File: config.mk
export PLATFORM = sky130hd
export DESIGN_NAME = rf_wb_scheduler
export DESIGN_NICKNAME = d
export VERILOG_FILES = /design/src/rtl/rf_wb_scheduler.sv
export SDC_FILE = /design/constraint.sdc
export NUM_CORES = 1
export LEC_CHECK = 0
export BUFFER_PORTS_ARGS = -buffer_cell sky130_fd_sc_hd__buf_2
export CORE_ASPECT_RATIO = 1.75
export CORE_MARGIN = 4
export CORE_UTILIZATION = 40
export CTS_CLUSTER_DIAMETER = 120
export DETAILED_ROUTE_END_ITERATION = 8
export PLACE_DENSITY = 0.79
export SETUP_SLACK_MARGIN = 0.05
export SYNTH_ARGS = -nofsm -noshare
export SYNTH_HDL_FRONTEND = slang
export SYNTH_SLANG_ARGS = --single-unit
File: constraint.sdc
create_clock -name clk -period 1.9 [get_ports clk]
set_input_delay 0.285 -clock clk [delete_from_list [all_inputs] [get_ports clk]]
set_output_delay 0.285 -clock clk [all_outputs]
set_load 0.02 [all_outputs]
File: src/rtl/rf_wb_scheduler.sv
// Register-file write-port arbiter between the in-order WB stage and a
// long-latency unit (LU), with a per-register busy scoreboard for decode.
// Ports:
//   clk, rst                      clock, synchronous active-high reset
//   pipe_wb_en/pipe_rd/pipe_data  WB write request (always wins)
//   lu_issue/lu_issue_rd          LU op issue; lu_issue_rdy = room left
//   lu_valid/lu_rd/lu_data        LU result; lu_ready = accepted this cycle
//   dec_rs1/dec_rs2/dec_rd        decode indices; dec_stall = hazard
//   pipe_hold                     ask front end for one WB bubble
//   rf_wb_en/rf_rd/rf_wb_data     registered register-file write
module rf_wb_scheduler #(
  parameter int MAX_OUTSTANDING = 4,
  parameter int STARVE_LIMIT    = 8
) (
  input  logic        clk,
  input  logic        rst,
  input  logic        pipe_wb_en,
  input  logic [4:0]  pipe_rd,
  input  logic [31:0] pipe_data,
  input  logic        lu_issue,
  input  logic [4:0]  lu_issue_rd,
  output logic        lu_issue_rdy,
  input  logic        lu_valid,
  input  logic [4:0]  lu_rd,
  input  logic [31:0] lu_data,
  output logic        lu_ready,
  input  logic [4:0]  dec_rs1,
  input  logic [4:0]  dec_rs2,
  input  logic [4:0]  dec_rd,
  output logic        dec_stall,
  output logic        pipe_hold,
  output logic        rf_wb_en,
  output logic [4:0]  rf_rd,
  output logic [31:0] rf_wb_data
);

  localparam int CW = $clog2(MAX_OUTSTANDING + 1);
  localparam int SW = $clog2(STARVE_LIMIT + 1);
  localparam logic [CW-1:0] CMAX = CW'(MAX_OUTSTANDING);
  localparam logic [SW-1:0] SLIM = SW'(STARVE_LIMIT);

  logic [31:0]   busy;
  logic [31:0]   busy_set;
  logic [31:0]   busy_clr;
  logic [31:0]   busy_next;
  logic [CW-1:0] count;
  logic [SW-1:0] starve;
  logic [SW-1:0] starve_next;
  logic          issue;
  logic          accept;

  assign lu_issue_rdy = count < CMAX;
  assign issue        = lu_issue & lu_issue_rdy;
  // Gated by rst so a result is never reported taken while it is dropped.
  assign accept       = lu_valid & ~pipe_wb_en & ~rst;
  assign lu_ready     = accept;

  assign dec_stall = busy[dec_rs1] | busy[dec_rs2] | busy[dec_rd];

  // Set is applied after clear so a same-cycle re-issue stays busy.
  always_comb begin
    busy_set = '0;
    busy_clr = '0;
    if (issue)
      busy_set[lu_issue_rd] = 1'b1;
    if (accept)
      busy_clr[lu_rd] = 1'b1;
    busy_next    = (busy & ~busy_clr) | busy_set;
    busy_next[0] = 1'b0;
  end

  always_comb begin
    starve_next = starve;
    if (!lu_valid || accept)
      starve_next = '0;
    else if (starve < SLIM)
      starve_next = starve + 1'b1;
  end

  always_ff @(posedge clk) begin
    if (rst) begin
      busy       <= '0;
      count      <= '0;
      starve     <= '0;
      pipe_hold  <= 1'b0;
      rf_wb_en   <= 1'b0;
      rf_rd      <= '0;
      rf_wb_data <= '0;
    end else begin
      busy      <= busy_next;
      starve    <= starve_next;
      // Looks at the next starve value so hold lines up with the limit.
      pipe_hold <= starve_next >= SLIM;
      if (issue && !accept)
        count <= count + 1'b1;
      else if (accept && !issue && count != '0)
        count <= count - 1'b1;
      if (pipe_wb_en) begin
        rf_wb_en   <= pipe_rd != 5'd0;
        rf_rd      <= pipe_rd;
        rf_wb_data <= pipe_data;
      end else if (lu_valid) begin
        rf_wb_en   <= lu_rd != 5'd0;
        rf_rd      <= lu_rd;
        rf_wb_data <= lu_data;
      end else begin
        rf_wb_en <= 1'b0;
      end
    end
  end

endmodule

After elaboration in Yosys (flattened, before gate mapping)
Index checks and enable logic that the tools add are counted.
{"block": "totals", "ff_bits": 78, "in_bits": 99, "out_inout_bits": 42, "wordCells": 67}
{"block": "op_classes", "n_addsub": 3, "magnitude_cmp": 10, "bitwise": 10, "muxes": 22, "n_reduce_logical": 14}
{"cell": "two-way mux 32 bit", "count": 4}
{"cell": "bitwise AND 32 bit", "count": 1}
{"cell": "inverter 32 bit", "count": 1}
{"cell": "bitwise OR 32 bit", "count": 1}
{"cell": "less-than comparator 5 x 6 -> 1 bit (second input constant)", "count": 5}
{"cell": "binary-select mux 1 bit (select 5 bit)", "count": 3}
{"cell": "demux 1 bit (select 5 bit)", "count": 2}
{"cell": ">= comparator 5 x 1 -> 1 bit (second input constant)", "count": 2}
{"cell": "two-way mux 5 bit", "count": 2}
{"cell": "nonzero test 5 bit", "count": 2}
{"cell": "two-way mux 4 bit", "count": 2}
{"cell": "two-way mux 1 bit", "count": 7}
{"cell": "two-way mux 3 bit", "count": 2}
{"cell": "logical AND 1 bit", "count": 5}
{"cell": "adder 4 x 1 -> 4 bit (second input constant)", "count": 1}
{"cell": ">= comparator 4 bit (second input constant)", "count": 1}
{"cell": "less-than comparator 4 bit (second input constant)", "count": 1}
{"cell": "nonzero test 2 bit", "count": 2}
{"cell": "adder 3 x 1 -> 3 bit (second input constant)", "count": 1}
{"cell": "bitwise AND 1 bit", "count": 3}
{"cell": "zero test 1 bit", "count": 3}
{"cell": "less-than comparator 3 bit (second input constant)", "count": 1}
{"cell": "nonzero test 3 bit", "count": 1}
{"cell": "subtractor 3 x 1 -> 3 bit (second input constant)", "count": 1}
{"cell": "other kinds (3)", "count": 5}

Logic depth before layout (Yosys ltp)
Gate-level depths: netlist of run 1.
{"block": "depth", "ltp_word": 8, "depth_mapped": 7, "ltp_nobuf": 6}

Worst setup path after synthesis of run 1
Ideal clock, no wire load.
{"block": "synth_path", "path_type": "input to output", "from": "in dec_rs2[1]", "to": "out dec_stall", "path_stages": 6, "n_path_buf": 1, "slack_ns": -0.269, "required_ns": 1.615, "arrival_time_ns": 1.884, "path_cell_list": "buf_2 > mux4_2 > nand2b_1 > and3_1 > a2111oi_4 > nand4_1"}
{"block": "synth_via", "elab_chain_cells": 4}
{"element": "start, declared", "line": "28", "source": "input logic [4:0] dec_rs2,"}
{"element": "binary-select mux 1 bit (select 5 bit)", "line": "58", "source": "assign dec_stall = busy[dec_rs1] | busy[dec_rs2] | busy[dec_rd];"}
{"element": "two-way mux 1 bit (implied by the code)", "line": "58"}
{"element": "bitwise OR 1 bit (2 in a row)", "line": "58"}
{"element": "end, declared", "line": "30", "source": "output logic dec_stall,"}
Every way passes these cells. The select of a mux whose other input is x is not followed.

Worst setup path in the final report of run 1
{"block": "layout_path", "from": "reg busy[23]", "to": "out dec_stall"}
{"block": "layout_via", "elab_chain_cells": 4, "word_cells_on_any_way": 8}
{"element": "start, declared", "line": "42", "source": "logic [31:0] busy;"}
{"element": "start signal, assigned", "line": "90", "source": "busy <= busy_next;"}
{"element": "binary-select mux 1 bit (select 5 bit)", "line": "58"}
{"element": "two-way mux 1 bit (implied by the code)", "line": "58"}
{"element": "bitwise OR 1 bit", "line": "58"}
{"element": "bitwise OR 1 bit (*)", "line": "58"}
Every way passes the cells marked *; elsewhere a longest branch is shown, timed or not. The select of a mux whose other input is x is not followed.

==> results.md, run 1 <==
- Status: finished, violations left
- Failing checks: negative setup slack
- WP data required: 1.62 ns
- Via count: 4,284
- Cell Area, Placed: 0.00515 mm²
- Final Hold Slack: 0.187 ns
- Final Cycle Share: 126%
- Slew headroom: 50.5%
- CP bufs+invs: 1
- R2r startpoint: count[2]
- ANT nets after route: 0
- DR iter-0 viols: 375
- Fin. Hold Viols: 0
- Sequential share of the synthesized area: 36.6%
- Post-synth top flop: dfxtp_1
- FFs w/ async S/R, synth: 0%
- Rows: 49
- Top Family by Delay on Critical Path: multiplexers
- Hold Path Stages: 3
- Hold Crit Start: pipe_data[19]
- Clock skew: 0.00778 ns
- GPL Wtd Cong: 0.948
- Crit Path Max Fanout: 4
- Largest net degree at the start of global routing: 78
- Fmax achieved: 418 MHz
- Reg2Reg Setup Slack: 0.25 ns
- DRT Wirelength: 13.0 mm
- Ratio of cells with drive above 1 in the final layout: 34.2%
- Sw power: 1.16 mW
- Die area: 0.0122 mm²
- Flop pwr share: 39.9%
- Hold crit path type: in2reg
- CP Capture Type: output pin
- Max-Cap Viols: 0
- Cell variety after synth: 46
- Clock root buffer: clkbuf_16
- First-pass GRT wire length: 20.6 mm
- Via density: 5.60
- CTS tree: built
- Pleak: 2.47 nW
- Area of the multi-input gates: 0.00248 mm²
- Area leader, netlist: dfxtp_1
- Detailed placer's ending HPWL: 10.1 mm
- Initial Utilization: 40.6%
- Most frequent cells in the layout: buf_2 (139), nor2_1 (88), a21oi_1 (72), dfxtp_1 (71), mux2i_1 (50)
- Sw Ratio: 26.4%
- RSZ-0062 raised after global routing: true
- Setup TNS Final: -0.494 ns
- Count of final setup violators: 1
- Grt total ovfl: 0
- Number of synthesized flops with an enable pin: 0
- Post-Synthesis Cells: 483
- Pwr dens: 802 mW/mm²
- Maximum vdd ir drop: 0.000544 V
- Sink Count: 76
- Cell area after layout: 0.00548 mm²
- Gr usage total: 21.3%
- Drt wl/cell: 17.0 µm
- Top cells by area, synth: dfxtp_1 (37%), mux2i_1 (12%), a21oi_1 (8.7%)
- Vias in the first global route: 4,289
- Crit path launch type: flip-flop
- Yosys top cell area share: 36.6%
- Internal Power: 3.23 mW
- Max clock buf depth: 2
- CTS clock-pin slew for the worst setup and hold paths: 0.06 ns
- Placeable Area: 0.0102 mm²
- Syn nets: 584
- Pre-antenna DRT Iters: 5
- Post-route DRC: 0
- # fillers: 926
- #FFs+latches synth: 76
- Layout Nets: 735
- Seq. cell area: 0.00153 mm²
- CTS H-tree lvls: 3
- Initial antenna violation count: 0
- Setup Crit Path Kind: reg2out
- Setup slack after layout: -0.494 ns
- R2r endpoint: count[2]
- Syn. warnings: 0
- Mapped cell area: 0.00416 mm²
- Worst Reg2Reg Path Length in Cells: 6
- Combinational cell fraction of total power: 19.2%
- Die Wd: 85.1 µm
- Slowest-stage cell, CP: mux4_2
- Die Y: 143 µm
- CP peak stage delay: 0.47 ns
- Num CTS Buffers: 9
- Worst-path cell chain: mux4_2, mux2_4, and3_4, a2111oi_4, nand4_1, buf_6
- Minimum clock period: 2.39 ns
- I/O pin total: 141
- Buffers on Ports: 140
- P&R area growth vs syn: 31.6%
- Most common cell after layout, fill and taps aside: buf_2
- Worst-Skew Late Latency: 0.32 ns
- Postcts setup bufs: 0
- Clk pwr share: 40.9%
- Worst-margin pin slew: 0.743 ns
- Max-slew violations: 0
- Antenna Cells: 0
- Avg Cell Area, Syn: 8.62 µm²
- Hold buffers post-CTS: 0
- Hold Crit Endpoint: rf_wb_data[19]
- Arrival time worst endpoint: 2.11 ns
-- cell type report --
cell class	instances	share of cell area [%]
multi-input combinational	369	45.4
timing repair buffer	174	17.8
tap	127	2.90
inverter	4	0.274
clock inverter	4	1.35
sequential	76	27.9
clock buffer	11	4.43
-- state kept, by name (all words and copies together), names as in the netlist --
name	cells
rf_wb_en	1
count	3
rf_rd	5
starve	3
busy	31
pipe_hold	1
rf_wb_data	32
-- cell usage after synthesis (all sizes together), types with 2 or more instances --
master,instances
a21oi,72
a311oi,2
a31oi,2
and3,5
and3b,3
buf,9
clkbuf,25
dfxtp,76
inv,4
mux2,2
mux2i,50
mux4,19
nand2,42
nand2b,3
nand3,4
nand3b,8
nor2,88
nor2b,3
nor3,3
nor3b,8
o21ai,33
or3,2
xnor2,3
-- how the worst max path moves through the flow --
stage / depth (start not counted) / start / endpoint / slack (ns)
after global placement: 7 / dec_rd[0] / dec_stall / -0.33
final: 6 / busy[23] / dec_stall / -0.49
after floorplan: 6 / dec_rd[0] / dec_stall / -0.11
after global routing: 6 / busy[19] / dec_stall / -0.54
after detailed placement: 7 / dec_rd[0] / dec_stall / -0.38
after CTS: 6 / busy[17] / dec_stall / -0.53
-- power by group through the flow --
stage	clock, mW	combinational, mW	sequential (mW)
after detailed placement	0	0.838	1.78
after global placement	0	0.803	1.78
after floorplan	0	0.450	1.84
after CTS	1.83	0.840	1.75
final	1.80	0.843	1.75
after global routing	1.89	0.921	1.77
-- repair_timing --
item                       4_1_cts  5_1_grt
setup endpoints to repair        1        1
gates resized for setup          0        9
pin swaps                        0        1
-- cell families after synthesis --
kind of cell	after synthesis	share of synthesized area, %
buffers and inverters	38	3.76
xor gates and xnor gates	4	0.842
AOI/OAI and AO/OA	118	15.7
DFF	76	36.6
and+or+nand+nor	174	19.2
muxes	71	23.2
adders and majority gates	2	0.782
-- layer usage --
metal	GRT usage (%)	wire, µm	vias up
met5	0	0	-
met4	12.1	622	0
met3	5.31	1010	47
met2	39.3	6900	218
met1	21.2	4470	1997
li1	-	-	2022
-- per-stage QoR --
step / utilization (%) / total power [mW] / setup WS (ns) / cells
6_report: 53.5 / 4.39 / -0.494 / 765
5_1_grt: 53.5 / 4.58 / -0.540 / 765
4_1_cts: 53.4 / 4.42 / -0.531 / 765
3_5_place_dp: 50.3 / 2.62 / -0.375 / 750
3_3_place_gp: 50.3 / 2.58 / -0.331 / 750
2_1_floorplan: - / 2.29 / -0.105 / 483
-- worst register-to-register path: cells and delay by family (launching register included) --
kind	cells	cell delay, ns
simple gates	3	0.52
flops	1	0.31
compound gates	1	0.15
xor+xnor	1	0.13
fa+ha+maj	1	0.40
Power figures use the tool's default switching activity.
==> run 2, diff against run 1 <==
--- a/config.mk
+++ b/config.mk
@@ -11,6 +11,7 @@
 export CORE_UTILIZATION = 40
 export CTS_CLUSTER_DIAMETER = 120
 export DETAILED_ROUTE_END_ITERATION = 8
+export GPL_TIMING_DRIVEN = 0
 export PLACE_DENSITY = 0.79
 export SETUP_SLACK_MARGIN = 0.05
 export SYNTH_ARGS = -nofsm -noshare
==> constraint.sdc (replaced) <==
create_clock -name clk -period 2.12 [get_ports clk]
set_input_delay 0.318 -clock clk [delete_from_list [all_inputs] [get_ports clk]]
set_output_delay 0.318 -clock clk [all_outputs]
set_load 0.02 [all_outputs]
==> run 2 against run 1 <==
Compared with the run above:
- the flow still finishes with violations (negative setup slack)
- wire length is 1.1% higher
- total power is 12% lower
- flip-flop and latch count stayed put
- cell count is 1.3% lower
- design area is 3.3% lower
- sequential power is 10% lower
- largest cell class unchanged
- largest power group is now sequential cells
- critical path depth stayed put
==> results.md, run 2 (synthesis gave the netlist of run 1 again) <==
- Vias in the first global route: 4,453
- Hold buffers post-CTS: 0
- RSZ-0062 raised after global routing: true
- CTS clock-pin slew for the worst setup and hold paths: 0.06 ns
- Hold Crit Endpoint: rf_wb_data[3]
- Hold Path Stages: 3
- Setup Crit Path Kind: reg2out
- Pleak: 2.31 nW
- Rows: 49
- Die Y: 143 µm
- Flop pwr share: 40.9%
- Num CTS Buffers: 9
- Max clock buf depth: 2
- Via count: 4,242
- Combinational cell fraction of total power: 18.7%
- Top flop regs: rf_wb_data (32), busy (31), rf_rd (5)
- Via density: 5.62
- DRT Wirelength: 13.1 mm
- Final Cycle Share: 114%
- Clock root buffer: clkbuf_16
- Placeable Area: 0.0102 mm²
- Cell Area, Placed: 0.00499 mm²
- Antenna Cells: 0
- Clk pwr share: 40.4%
- WP data required: 1.80 ns
- Setup slack after layout: -0.292 ns
- Most frequent cells in the layout: buf_2 (131), nor2_1 (88), a21oi_1 (72), dfxtp_1 (72), mux2i_1 (49)
- Internal Power: 2.76 mW
- Drt wl/cell: 17.4 µm
- Gr usage total: 21.7%
- Post-route DRC: 0
- Maximum vdd ir drop: 0.000665 V
- Worst-margin pin slew: 1.10 ns
- CTS tree: built
- Most common cell after layout, fill and taps aside: buf_2
- Cell area after layout: 0.00530 mm²
- Top reg by flops: rf_wb_data
- Sw Ratio: 28.3%
- Postcts setup bufs: 0
- Arrival time worst endpoint: 2.09 ns
- Minimum clock period: 2.41 ns
- Max-Cap Viols: 0
- Sw power: 1.09 mW
- R2r endpoint: busy[24]
- # fillers: 961
- Status: finished, violations left
- Layout Nets: 724
- ANT nets after route: 0
- Clock skew: 0.00577 ns
- CTS H-tree lvls: 3
- Worst-Skew Late Latency: 0.33 ns
- Crit path launch type: flip-flop
- DR iter-0 viols: 396
- Buffers on Ports: 129
- Pre-antenna DRT Iters: 6
- Max-slew violations: 0
- R2r startpoint: count[2]
- Fmax achieved: 415 MHz
- Grt total ovfl: 0
- Count of final setup violators: 1
- I/O pin total: 141
- Failing checks: negative setup slack
- Initial Utilization: 40.6%
- Reg2Reg Setup Slack: 0.25 ns
- Crit Path Max Fanout: 4
- Largest register FFs: 32
- Pre-CTS setup slack: -0.200 ns
- Hold crit path type: in2reg
- GPL Wtd Cong: 0.995
- Worst Reg2Reg Path Length in Cells: 4
- Initial antenna violation count: 0
- Design Power: 3.85 mW
- Ratio of cells with drive above 1 in the final layout: 28.8%
- Detailed placer's ending HPWL: 10.3 mm
- Pwr dens: 726 mW/mm²
- Hold Crit Start: pipe_data[3]
- CP Capture Type: output pin
- Slew headroom: 26.5%
- Die Wd: 85.1 µm
- Die area: 0.0122 mm²
- Fin. Hold Viols: 0
- Largest net degree at the start of global routing: 14
- First-pass GRT wire length: 21.3 mm
- P&R area growth vs syn: 27.3%
- Sink Count: 76
-- run 2: area by class of cell --
class / count / area (µm²) / share of cell area [%]
Multi-Input combinational cell: 369 / 2490 / 47.0
Sequential cell: 76 / 1530 / 28.8
Timing Repair Buffer: 129 / 648 / 12.2
Clock buffer: 11 / 243 / 4.58
Buffer: 34 / 159 / 3.00
Tap cell: 127 / 159 / 3.00
Clock inverter: 5 / 60.1 / 1.13
Inverter: 4 / 15.0 / 0.283
-- run 2: what timing repair did --
item | 4_1_cts | 5_1_grt
resized for setup | 6 | 1
setup endpoints to repair | 1 | 1
pin swaps | 2 | 2
-- run 2: worst max-delay path by stage --
stage	startpoint	endpoint	slack, ns
2_1_floorplan	dec_rd[0]	dec_stall	0.05
6_report	busy[29]	dec_stall	-0.29
4_1_cts	busy[18]	dec_stall	-0.29
5_1_grt	busy[18]	dec_stall	-0.34
3_5_place_dp	dec_rs1[2]	dec_stall	-0.20
3_3_place_gp	dec_rs1[2]	dec_stall	-0.21
-- run 2: power by group through the flow --
stage	Sequential, mW	Clock [mW]	Combinational (mW)
final	1.57	1.55	0.721
after global routing	1.58	1.64	0.801
after CTS	1.57	1.58	0.723
after global placement	1.60	0	0.697
after floorplan	1.65	0	0.404
after detailed placement	1.60	0	0.717
-- run 2: critical path: stages, from the launching register on --
cell	delay [ns]
dfxtp_1	0.34
mux4_2	0.49
mux2i_2	0.20
nor3b_1	0.07
nor4_1	0.35
nand4_1	0.14
buf_4	0.18
-- run 2: metal layers --
metal / up-vias / wire, µm / global-route usage, %
met5: - / 0 / 0
met4: 0 / 442 / 9.67
met3: 40 / 1080 / 5.43
met2: 220 / 7010 / 40.2
met1: 1983 / 4620 / 22.7
li1: 1999 / - / -
-- run 2: per-stage QoR --
| stage | util [%] | TNS (ns) | hold WS [ns] | cells |
|---|---|---|---|---|
| 2_1_floorplan | - | 0 | 0.457 | 483 |
| 4_1_cts | 51.7 | -0.286 | 0.205 | 755 |
| 6_report | 51.8 | -0.292 | 0.215 | 755 |
| 3_3_place_gp | 48.7 | -0.210 | 0.493 | 739 |
| 5_1_grt | 51.8 | -0.336 | 0.221 | 755 |
| 3_5_place_dp | 48.7 | -0.200 | 0.496 | 739 |
==> run 3, diff against run 2 <==
--- a/config.mk
+++ b/config.mk
@@ -11,8 +11,7 @@
 export CORE_UTILIZATION = 40
 export CTS_CLUSTER_DIAMETER = 120
 export DETAILED_ROUTE_END_ITERATION = 8
-export GPL_TIMING_DRIVEN = 0
-export PLACE_DENSITY = 0.79
+export PLACE_DENSITY = 0.68
 export SETUP_SLACK_MARGIN = 0.05
 export SYNTH_ARGS = -nofsm -noshare
 export SYNTH_HDL_FRONTEND = slang
==> run 3 against run 2 <==
Compared with the run above:
- the run still ends with negative setup slack left
- count of clock-buffer cells in the layout decreased by 1
- clock power increased by 5%
- maximum frequency decreased by 0.75%
- sequential power about the same
- cell count decreased by 0.40%
- combinational power increased by 1%
- flip-flop and latch count unchanged
- critical path depth unchanged
- critical endpoint unchanged
- largest power group is now the clock network
- highest routed layer unchanged
==> results.md, run 3 (synthesis gave the netlist of run 1 again) <==
- Final Cycle Share: 115%
- Clock skew: 0.00943 ns
- Initial Utilization: 40.6%
- I/O pin total: 141
- Via count: 4,075
- Top reg by flops: rf_wb_data
- Flop pwr share: 40.0%
- Seq. cell area: 0.00153 mm²
- R2r startpoint: count[2]
- Grt total ovfl: 0
- Antenna Cells: 0
- First-pass GRT wire length: 20.1 mm
- Num CTS Buffers: 9
- RSZ-0062 raised after global routing: true
- Hold Crit Start: pipe_data[9]
- CTS tree: built
- ANT nets after route: 0
- Sw Ratio: 27.3%
- Top flop regs: rf_wb_data (32), busy (31), rf_rd (5)
- Largest register FFs: 32
- Worst-margin pin slew: 0.757 ns
- Post-route DRC: 0
- Area of the multi-input gates: 0.00248 mm²
- Max clock buf depth: 2
- Max-slew violations: 0
- P&R area growth vs syn: 28.7%
- Gr usage total: 21.0%
- Drt wl/cell: 17.0 µm
- Rows: 49
- Worst-Skew Late Latency: 0.33 ns
- Die Y: 143 µm
- Pwr dens: 733 mW/mm²
- Pre-antenna DRT Iters: 4
- Clock root buffer: clkbuf_16
- GPL Wtd Cong: 0.930
- Fmax achieved: 412 MHz
- Most frequent cells in the layout: buf_2 (139), nor2_1 (88), a21oi_1 (72), dfxtp_1 (72), mux2i_1 (50)
- Die area: 0.0122 mm²
- Pleak: 2.39 nW
- Hold Path Stages: 3
- # fillers: 966
- Fin. Hold Viols: 0
- DRT Wirelength: 12.8 mm
- Crit Path Max Fanout: 4
- Arrival time worst endpoint: 2.11 ns
- Setup slack after layout: -0.310 ns
- WP data required: 1.80 ns
- Slew headroom: 49.5%
- Postcts setup bufs: 0
- Hold crit path type: in2reg
- Setup Crit Path Kind: reg2out
- Most common cell after layout, fill and taps aside: buf_2
- Maximum vdd ir drop: 0.000477 V
- Max-Cap Viols: 0
- Crit path launch type: flip-flop
- Vias in the first global route: 4,241
- Design Power: 3.93 mW
- Buffers on Ports: 140
- Ratio of cells with drive above 1 in the final layout: 32.6%
- Die Wd: 85.1 µm
- Sw power: 1.07 mW
- Via density: 5.42
- Largest net degree at the start of global routing: 78
- Clk pwr share: 41.4%
- Worst Reg2Reg Path Length in Cells: 6
- CP Capture Type: output pin
- Hold Crit Endpoint: rf_wb_data[9]
- CTS clock-pin slew for the worst setup and hold paths: 0.06 ns
- Combinational cell fraction of total power: 18.6%
- Detailed placer's ending HPWL: 9.87 mm
- Sink Count: 76
- Count of final setup violators: 1
- Internal Power: 2.85 mW
- Placeable Area: 0.0102 mm²
- Failing checks: negative setup slack
- Initial antenna violation count: 0
- Hold buffers post-CTS: 0
- Minimum clock period: 2.43 ns
- DR iter-0 viols: 217
- Reg2Reg Setup Slack: 0.49 ns
- Layout Nets: 721
- Final Hold Slack: 0.212 ns
- R2r endpoint: count[2]
- CTS H-tree lvls: 3
- Status: finished, violations left
## run 3: layout make-up
cell class	instances	share of cell area (%)
clock buffers	10	4.27
clock inverters	6	1.66
inverters	4	0.280
multi-input cells	369	46.4
flip-flops and latches	76	28.5
well taps	127	2.97
repair buffers	160	15.9
## run 3: what timing repair did
| action | 4_1_cts | 5_1_grt |
|---|---|---|
| endpoints found under the hold margin | 0 | 0 |
| gates resized for setup | 0 | 6 |
| endpoints found under the setup margin | 1 | 1 |
| pin swaps | 0 | 1 |
## run 3: critical path, cell delays in order, from the launching register on
cell and delay (ns):
dfxtp_1 0.36, mux4_2 0.46, nand3b_1 0.09, a21boi_0 0.17, a2111oi_4 0.39, nand4_1 0.13
buf_4 0.18
## run 3: worst max path at each step
stage / slack (ns) / from / end / depth (start not counted)
3_3_place_gp: -0.22 / dec_rs2[1] / dec_stall / 7
4_1_cts: -0.37 / busy[18] / dec_stall / 6
5_1_grt: -0.36 / busy[19] / dec_stall / 6
3_5_place_dp: -0.24 / dec_rd[0] / dec_stall / 7
6_report: -0.31 / busy[10] / dec_stall / 6
2_1_floorplan: 0.05 / dec_rd[0] / dec_stall / 6
## run 3: per-layer routing
layer	up-vias	global-route usage, %	share of wire [%]
met3	37	6.52	8.7
li1	1994	-	-
met5	-	0	0
met2	203	36.8	51
met1	1841	21.2	37
met4	0	13.3	4.0
## run 3: power by group through the flow
stage	clock network, mW	registers [mW]	logic (mW)
2_1_floorplan	0	1.65	0.404
3_3_place_gp	0	1.60	0.709
3_5_place_dp	0	1.60	0.732
4_1_cts	1.65	1.57	0.734
5_1_grt	1.71	1.58	0.803
6_report	1.63	1.57	0.730
## run 3: per-stage QoR
| step | worst slack, ns | util (%) | setup TNS, ns | instance area, µm² | std cells |
|---|---|---|---|---|---|
| after floorplan | 0.0486 | - | 0 | 4180 | 483 |
| after global placement | -0.218 | 49.2 | -0.218 | 5030 | 736 |
| after detailed placement | -0.245 | 49.2 | -0.245 | 5030 | 736 |
| after CTS | -0.366 | 52.3 | -0.366 | 5350 | 752 |
| after global routing | -0.365 | 52.3 | -0.365 | 5360 | 752 |
| final | -0.310 | 52.3 | -0.310 | 5360 | 752 |
